`config.mk`:
```
export PLATFORM = sky130hd
export DESIGN_NAME = debounce_tick_flat
export DESIGN_NICKNAME = d
export VERILOG_FILES = /design/src/rtl/debounce_tick_if.sv /design/src/rtl/debounce_tick.sv /design/src/flat_wrapper.sv
export SDC_FILE = /design/constraint.sdc
export NUM_CORES = 1
export LEC_CHECK = 0
export BUFFER_PORTS_ARGS = -buffer_cell sky130_fd_sc_hd__buf_2
export CAP_MARGIN = 25
export CORE_MARGIN = 4
export CORE_UTILIZATION = 45
export CTS_BUF_LIST = sky130_fd_sc_hd__clkbuf_8
export DETAILED_ROUTE_END_ITERATION = 10
export GPL_ROUTABILITY_DRIVEN = 0
export GPL_TIMING_DRIVEN = 0
export HOLD_SLACK_MARGIN = 0.12
export PLACE_DENSITY = 0.67
export SYNTH_ARGS = -nofsm -noshare
export SYNTH_HDL_FRONTEND = slang
export SYNTH_SLANG_ARGS = --single-unit
export TNS_END_PERCENT = 20
```
`constraint.sdc`:
```
create_clock -name clk -period 2.4 [get_ports clk]
set_input_delay 0.72 -clock clk [delete_from_list [all_inputs] [get_ports clk]]
set_output_delay 0.72 -clock clk [all_outputs]
set_load 0.1 [all_outputs]
```
`src/rtl/debounce_tick_if.sv`:
```
// Button-path bundle for debounce_tick: raw buttons in, divided clock/tick and
// clean levels/edges out. The slave side is the debouncer itself.
interface debounce_tick_if #(
  parameter int NUM_BTN = 4
);
  logic [NUM_BTN-1:0] btn_in;
  logic               clk_1ms;
  logic               tick_1ms;
  logic [NUM_BTN-1:0] btn_out;
  logic [NUM_BTN-1:0] btn_rise;

  modport master (
    output btn_in,
    input  clk_1ms, tick_1ms, btn_out, btn_rise
  );

  modport slave (
    input  btn_in,
    output clk_1ms, tick_1ms, btn_out, btn_rise
  );
endinterface

```
`src/rtl/debounce_tick.sv`:
```
// Clock divider (square wave + strobe) and tick-sampled push-button debouncer.
// Optional macro DEBOUNCE_EDGE_EN enables registered rising-edge pulses on btn_rise.
module debounce_tick #(
  parameter int CLK_FREQ_HZ = 50000000,
  parameter int TICK_HZ     = 1000,
  parameter int NUM_BTN     = 4,
  parameter int SAMPLES     = 8
) (
  input logic clk,
  input logic rst_n,
  debounce_tick_if.slave bus
);

  localparam int HALF = CLK_FREQ_HZ / (2 * TICK_HZ);
  localparam int CW   = (HALF > 1) ? $clog2(HALF) : 1;
  localparam logic [CW-1:0] LAST = CW'(HALF - 1);

  logic [CW-1:0]      cnt;
  logic               clk_1ms_q;
  logic               tick_q;
  logic               wrap;
  logic [NUM_BTN-1:0] sync1;
  logic [NUM_BTN-1:0] sync2;
  logic [SAMPLES-1:0] shreg [NUM_BTN];
  logic [NUM_BTN-1:0] all_one;
  logic [NUM_BTN-1:0] all_zero;
  logic [NUM_BTN-1:0] btn_out_q;

  assign wrap = (cnt == LAST);

  // tick is raised on the same edge that flips clk_1ms from 0 to 1
  always_ff @(posedge clk or negedge rst_n) begin
    if (!rst_n) begin
      cnt       <= '0;
      clk_1ms_q <= 1'b0;
      tick_q    <= 1'b0;
    end else begin
      if (wrap) begin
        cnt       <= '0;
        clk_1ms_q <= ~clk_1ms_q;
      end else begin
        cnt <= cnt + 1'b1;
      end
      tick_q <= wrap & ~clk_1ms_q;
    end
  end

  always_ff @(posedge clk or negedge rst_n) begin
    if (!rst_n) begin
      sync1 <= '0;
      sync2 <= '0;
    end else begin
      sync1 <= bus.btn_in;
      sync2 <= sync1;
    end
  end

  always_ff @(posedge clk or negedge rst_n) begin
    if (!rst_n) begin
      for (int i = 0; i < NUM_BTN; i++) shreg[i] <= '0;
    end else if (tick_q) begin
      for (int i = 0; i < NUM_BTN; i++) shreg[i] <= {shreg[i][SAMPLES-2:0], sync2[i]};
    end
  end

  always_comb begin
    all_one  = '0;
    all_zero = '0;
    for (int i = 0; i < NUM_BTN; i++) begin
      all_one[i]  = &shreg[i];
      all_zero[i] = ~|shreg[i];
    end
  end

  // mixed history holds the previous level
  always_ff @(posedge clk or negedge rst_n) begin
    if (!rst_n) btn_out_q <= '0;
    else        btn_out_q <= (btn_out_q | all_one) & ~all_zero;
  end

  assign bus.clk_1ms  = clk_1ms_q;
  assign bus.tick_1ms = tick_q;
  assign bus.btn_out  = btn_out_q;

`ifdef DEBOUNCE_EDGE_EN
  logic [NUM_BTN-1:0] btn_out_d;
  logic [NUM_BTN-1:0] rise_q;

  always_ff @(posedge clk or negedge rst_n) begin
    if (!rst_n) begin
      btn_out_d <= '0;
      rise_q    <= '0;
    end else begin
      btn_out_d <= btn_out_q;
      rise_q    <= btn_out_q & ~btn_out_d;
    end
  end

  assign bus.btn_rise = rise_q;
`else
  assign bus.btn_rise = '0;
`endif

endmodule

```
`src/flat_wrapper.sv`:
```
// flat-port wrapper written by rule: the top's interface ports become plain ports
module debounce_tick_flat 
#(
  parameter int CLK_FREQ_HZ = 50000000,
  parameter int TICK_HZ     = 1000,
  parameter int NUM_BTN     = 4,
  parameter int SAMPLES     = 8
)
  (clk, rst_n, bus_btn_in, bus_clk_1ms, bus_tick_1ms, bus_btn_out, bus_btn_rise);
  debounce_tick_if #(.NUM_BTN(NUM_BTN)) bus_i ();
  input logic clk;
  input logic rst_n;
  input wire logic [$bits(bus_i.btn_in)-1:0] bus_btn_in;
  output wire logic [$bits(bus_i.clk_1ms)-1:0] bus_clk_1ms;
  output wire logic [$bits(bus_i.tick_1ms)-1:0] bus_tick_1ms;
  output wire logic [$bits(bus_i.btn_out)-1:0] bus_btn_out;
  output wire logic [$bits(bus_i.btn_rise)-1:0] bus_btn_rise;
  assign bus_i.btn_in = bus_btn_in;
  assign bus_clk_1ms = bus_i.clk_1ms;
  assign bus_tick_1ms = bus_i.tick_1ms;
  assign bus_btn_out = bus_i.btn_out;
  assign bus_btn_rise = bus_i.btn_rise;
  debounce_tick #(.CLK_FREQ_HZ(CLK_FREQ_HZ), .TICK_HZ(TICK_HZ), .NUM_BTN(NUM_BTN), .SAMPLES(SAMPLES)) u_core (.clk(clk), .rst_n(rst_n), .bus(bus_i));
endmodule
```
==> flow_summary.yaml, run 1 <==
outcome:
  status: "complete, no violations"
synth:
  synthCells: 187
  synth_edf_count: 0
  syn_area_mm2: 0.00248
  synthTopCellsByArea: "dfrtp_1, mux2_2, nor2_1, and4_1, xnor2_1"
  synth_top_cell_by_area: "dfrtp_1"
  synth_commonest_cells: "dfrtp_1, mux2_2, nor2_1"
  synth_seq_cells: 61
  seq_area_frac_synth: 0.614
  synthArstFlopShare: 1.00
  synth_top_area_share: 0.614
  synth_ff_type: "dfrtp_1"
  yosysMostFrequentCell: "dfrtp_1"
  synth_cell_types: 35
  ys_warn_count: 0
  avgSynthCellArea_um2: 13.3
placement:
  dp_hpwl_mm: 2.51
  numPortBuffers: 11
  dp_cells: 272
  dp_slack_ns: 0.663
  place_area_mm2: 0.00266
grt:
  grt_max_degree: 34
  grt_usage: 0.136
  grt_pass1_vias: 1561
  grt_pass1_wl_mm: 6.82
  grt_overflow: 0
  antenna_found_initial: 0
clock_network:
  cts_tree: "done"
  cts_sinks: 61
  cts_root_buf: "clkbuf_8"
  cts_buffers: 9
  clkLatencyLatePin_ns: 0.33
  cts.repair.resized: 0
  cts_max_path_buffers: 2
  cts_htree_levels: 3
  hold_buffers: 0
  post_cts_buffers: 0
  clk_pin_slew_worst_paths_ns: 0.06
setup_path:
  crit_required_ns: 1.68
  critical_path_buf_inv_count: 1
  critical_path_class: "reg2out"
  start_kind: "flop"
  worst_path_max_delay_cell: "buf_2"
  worst-path-stages: 1
  crit_fanout: 3
  critPathTopFamily: "buffers and inverters"
  r2r_cells: 6
  slowest_delay_ns: 0.45
  crit_chain: "buf_2"
  arrival_ns: 1.18
  cp-end-kind: "output pin"
min_path:
  hold-path-cell-count: 0
  hold_path.class: "reg2reg"
power:
  power_density_mw_per_mm2: 728
  p_leak_nw: 1.42
  irDropWorstVdd_v: 0.000346
  total_power_mw: 2.10
sta:
  fin_tns_setup_ns: 0
  min_period_ns: 1.90
  slew_headroom: 0.488
  fin_skew_ns: 0.00526
  worst_pin_slew_ns: 0.768
  hold_violations: 0
  fmax_ghz: 0.527
  drv_slew: 0
  hold_ws_ns: 0.349
  post-route-period-util: 0.791
  setup_slack_ns: 0.501
  setup_viol: 0
  rsz0062_at_grt: "no"
cells_and_area:
  finish.utilization: 0.551
  finalNonFillerCells: 288
  nNetsFinal: 220
  fin_area_mm2: 0.00288
  insertedDiodeCount: 0
  drive_above_1_share: 0.307
  syn2layout_area_growth_pct: 16.1
  fill_cells: 460
run:
  drv_cap: 0
floorplan:
  initial_core_util: 0.474
  die_y_um: 82.3
  fp.dieW_um: 82.3
  rows: 26
  pin_count: 16
  fp.dieArea_mm2: 0.00677
  coreArea_mm2: 0.00524
route:
  drc: 0
  drt_pre_antenna_iters: 4
  vias: 1468
  drt_iter0_markers: 104
  wl_per_cell_um: 13.2
  wl_mm: 3.80
  ant_nets: 0
  viasPerCell: 5.10
## cell families (layout without fill, tap and decap cells)
family | count (synthesis) | count (layout) | share of synthesized area
flip-flops | 61 | 61 | 0.614
AO/OA/AOI/OAI | 14 | 14 | 0.0352
XOR/XNOR | 10 | 10 | 0.0352
adder cells (fa/ha/maj) | 1 | 1 | 0.00503
multiplexers | 33 | 33 | 0.150
other | 1 | 4 | 0.00151
AND/OR/NAND/NOR | 56 | 56 | 0.133
buffers and inverters | 11 | 39 | 0.0262
## flip-flops by register name, summed over array words and instances (netlist names)
signal	cells
u_core.bus.tick_1ms	1
u_core.cnt	15
u_core.sync2	4
u_core.bus.clk_1ms	1
u_core.sync1	4
u_core.shreg	32
u_core.bus.btn_out	4
## power by group
group	internal, mW	switching [mW]
Sequential	1.04	0.00171
Clock	0.634	0.370
Combinational	0.0106	0.0481
## final timing paths
kind	from	end	slack [ns]
min in group asynchronous	rst_n	u_core.cnt[1]$_DFF_PN0_	0.47
min reg2reg	u_core.sync1[2]$_DFF_PN0_	u_core.sync2[2]$_DFF_PN0_	0.35
max reg2reg	u_core.cnt[0]$_DFF_PN0_	u_core.cnt[14]$_DFF_PN0_	0.66
max	u_core.bus.clk_1ms$_DFFE_PN0N_	bus_clk_1ms	0.50
min	u_core.sync1[2]$_DFF_PN0_	u_core.sync2[2]$_DFF_PN0_	0.35
max in group asynchronous	rst_n	u_core.shreg[30]$_DFFE_PN0P_	1.33
## cells in the final DEF (no fill, tap or decap), drive strengths merged, types with 4 or more instances in the layout
cell    instances
xnor2           5
a41oi           4
nand4           4
nor2           12
dfrtp          61
mux2           33
nand2           9
xor2            5
buf            20
clkbuf         13
nor4            5
and4            5
a21oi           7
nand3           4
nor3            4
conb            4
## cell type report
class,count,area [µm²],area share
clock buffer,11,151,0.0525
inverter,1,3.75,0.00130
clock inverter,5,73.8,0.0256
tap,70,87.6,0.0304
multi-input combinational,118,905,0.314
sequential,61,1530,0.529
timing repair buffer,12,75.1,0.0260
buffer,10,61.3,0.0213
## metal layers
layer	share of wire	wire length [µm]	global-route usage
met1	0.48	1810	0.163
met2	0.46	1740	0.209
met3	0.038	145	0.0423
met4	0.026	97	0.0930
met5	0	0	0
Power figures use the tool's default switching activity.
==> run 2, diff against run 1 <==
--- a/config.mk
+++ b/config.mk
@@ -14,7 +14,7 @@
 export GPL_ROUTABILITY_DRIVEN = 0
 export GPL_TIMING_DRIVEN = 0
 export HOLD_SLACK_MARGIN = 0.12
-export PLACE_DENSITY = 0.67
+export PLACE_DENSITY = 0.69
 export SYNTH_ARGS = -nofsm -noshare
 export SYNTH_HDL_FRONTEND = slang
 export SYNTH_SLANG_ARGS = --single-unit
==> constraint.sdc (replaced) <==
create_clock -name clk -period 1.6 [get_ports clk]
set_input_delay 0.48 -clock clk [delete_from_list [all_inputs] [get_ports clk]]
set_output_delay 0.48 -clock clk [all_outputs]
set_load 0.1 [all_outputs]
==> run 2 against run 1 <==
Effect of this change: the run now ends with setup timing left; clock skew is 0.0017 ns higher; sequential power is 49% higher; routed wire length is 7.6% higher; total power is 48% higher; critical path type is now reg2reg; count of clock-buffer cells in the layout is 1 lower; largest power group unchanged; global-route usage is 0.58 points higher; largest cell class unchanged.
==> flow_summary.yaml, run 2 (synthesis results as in run 1) <==
clock_network:
  cts_root_buf: "clkbuf_8"
  cts_htree_levels: 3
  cts_tree: "done"
  cts_sinks: 61
  cts_buffers: 9
  clk_pin_slew_worst_paths_ns: 0.07
  hold_buffers: 0
  clkLatencyLatePin_ns: 0.32
  cts_max_path_buffers: 2
power:
  power_density_mw_per_mm2: 1030
  irDropWorstVdd_v: 0.000686
  total_power_mw: 3.11
  p_leak_nw: 1.45
sta:
  slew_headroom: 0.659
  fmax_ghz: 0.623
  hold_ws_ns: 0.122
  post-route-period-util: 1.00
  drv_slew: 0
  setup_viol: 1
  rsz0062_at_grt: "yes"
  setup_slack_ns: -0.00524
  hold_violations: 0
  fin_skew_ns: 0.00698
  min_period_ns: 1.61
  worst_pin_slew_ns: 0.511
route:
  drt_iter0_markers: 53
  wl_mm: 4.09
  drc: 0
  wl_per_cell_um: 13.8
  vias: 1519
  ant_nets: 0
  viasPerCell: 5.13
  drt_pre_antenna_iters: 4
floorplan:
  die_y_um: 82.3
  coreArea_mm2: 0.00524
  fp.dieW_um: 82.3
  initial_core_util: 0.474
  fp.dieArea_mm2: 0.00677
  pin_count: 16
  rows: 26
grt:
  grt_usage: 0.142
  antenna_found_initial: 0
  grt_pass1_wl_mm: 7.09
  grt_pass1_vias: 1577
  grt_max_degree: 41
  grt_overflow: 0
min_path:
  hold_path.class: "in2async"
cells_and_area:
  layout_common_cells: "dfrtp_1, mux2_2, buf_4"
  insertedDiodeCount: 0
  largest_reg_flops: 32
  fill_cells: 432
  nNetsFinal: 229
  layout_commonest_cell: "dfrtp_1"
  drive_above_1_share: 0.394
  finalNonFillerCells: 296
  reg_top3: "u_core.shreg (32), u_core.cnt (15)"
  regMostFlops: "u_core.shreg"
  syn2layout_area_growth_pct: 21.6
setup_path:
  critical_path_class: "reg2reg"
  arrival_ns: 1.82
  crit_required_ns: 1.81
  crit_chain: "buf_4, and4bb_2, and4_1, buf_6, nor2_2, mux2_4"
  start_kind: "flop"
  cp-end-kind: "flop"
  crit_fanout: 5
  worst_path_max_delay_cell: "dfrtp_2"
  slowest_delay_ns: 0.43
placement:
  numPortBuffers: 11
  dp_cells: 272
  dp_slack_ns: -0.126
  dp_hpwl_mm: 2.61
outcome:
  status: "finished with violations"
  violations: "setup timing"
run:
  drv_cap: 0
## run 2: metrics by stage
step,setup TNS [ns],area [µm²],utilization
4_1_cts,-0.0542,2940,0.561
2_1_floorplan,-0.432,2500,-
3_5_place_dp,-0.210,2670,0.509
5_1_grt,-0.0794,3020,0.577
6_report,-0.00524,3020,0.577
3_3_place_gp,-5.36,2650,0.505
## run 2: routing by layer
layer	up-vias	global-route usage	part of all wire
met5	-	0	0
met4	0	0.0847	0.022
met3	10	0.0466	0.031
met2	20	0.215	0.48
met1	754	0.176	0.47
li1	735	-	-
## run 2: timing repair
| item | 4_1_cts | 5_1_grt |
|---|---|---|
| setup buffers | 4 | 6 |
| setup endpoints to repair | 17 | 2 |
| gates resized for setup | 11 | 9 |
| gates cloned | 0 | 0 |
| pin swaps | 1 | 3 |
## run 2: worst paths after layout
check	startpoint	endpoint	slack, ns	cells after the start
min in group clk	bus_btn_in[2]	u_core.sync1[2]$_DFF_PN0_	0.26	1
setup reg to reg	u_core.cnt[3]$_DFF_PN0_	u_core.cnt[13]$_DFF_PN0_	-0.005	6
hold reg to reg	u_core.sync1[0]$_DFF_PN0_	u_core.sync2[0]$_DFF_PN0_	0.35	0
hold / removal	rst_n	u_core.bus.btn_out[0]$_DFF_PN0_	0.12	1
max in group asynchronous	rst_n	u_core.bus.tick_1ms$_DFF_PN0_	0.88	2
setup / recovery	u_core.cnt[3]$_DFF_PN0_	u_core.cnt[13]$_DFF_PN0_	-0.005	6
## run 2: power by group
group | internal (mW) | switching, mW | total, mW | leakage, nW
registers | 1.55 | 0.00262 | 1.55 | 0.816
clock network | 0.902 | 0.568 | 1.47 | 0.112
logic | 0.0159 | 0.0722 | 0.0881 | 0.520
total | 2.47 | 0.643 | 3.11 | 1.45
## run 2: layout make-up
class / count / area [µm²] / share of cell area
clock inverter: 5 / 75.1 / 0.0249
buffer: 9 / 60.1 / 0.0199
clock buffer: 10 / 138 / 0.0456
tap: 70 / 87.6 / 0.0290
sequential: 61 / 1530 / 0.507
multi-input combinational: 118 / 955 / 0.316
timing repair buffer: 22 / 169 / 0.0559
inverter: 1 / 3.75 / 0.00124
## run 2: critical path, delay by kind of cell (launching register included)
family / cells / cell delay, ns
flip-flops: 1 / 0.43
buffers and inverters: 2 / 0.28
multiplexers: 1 / 0.26
AND/OR/NAND/NOR: 3 / 0.52
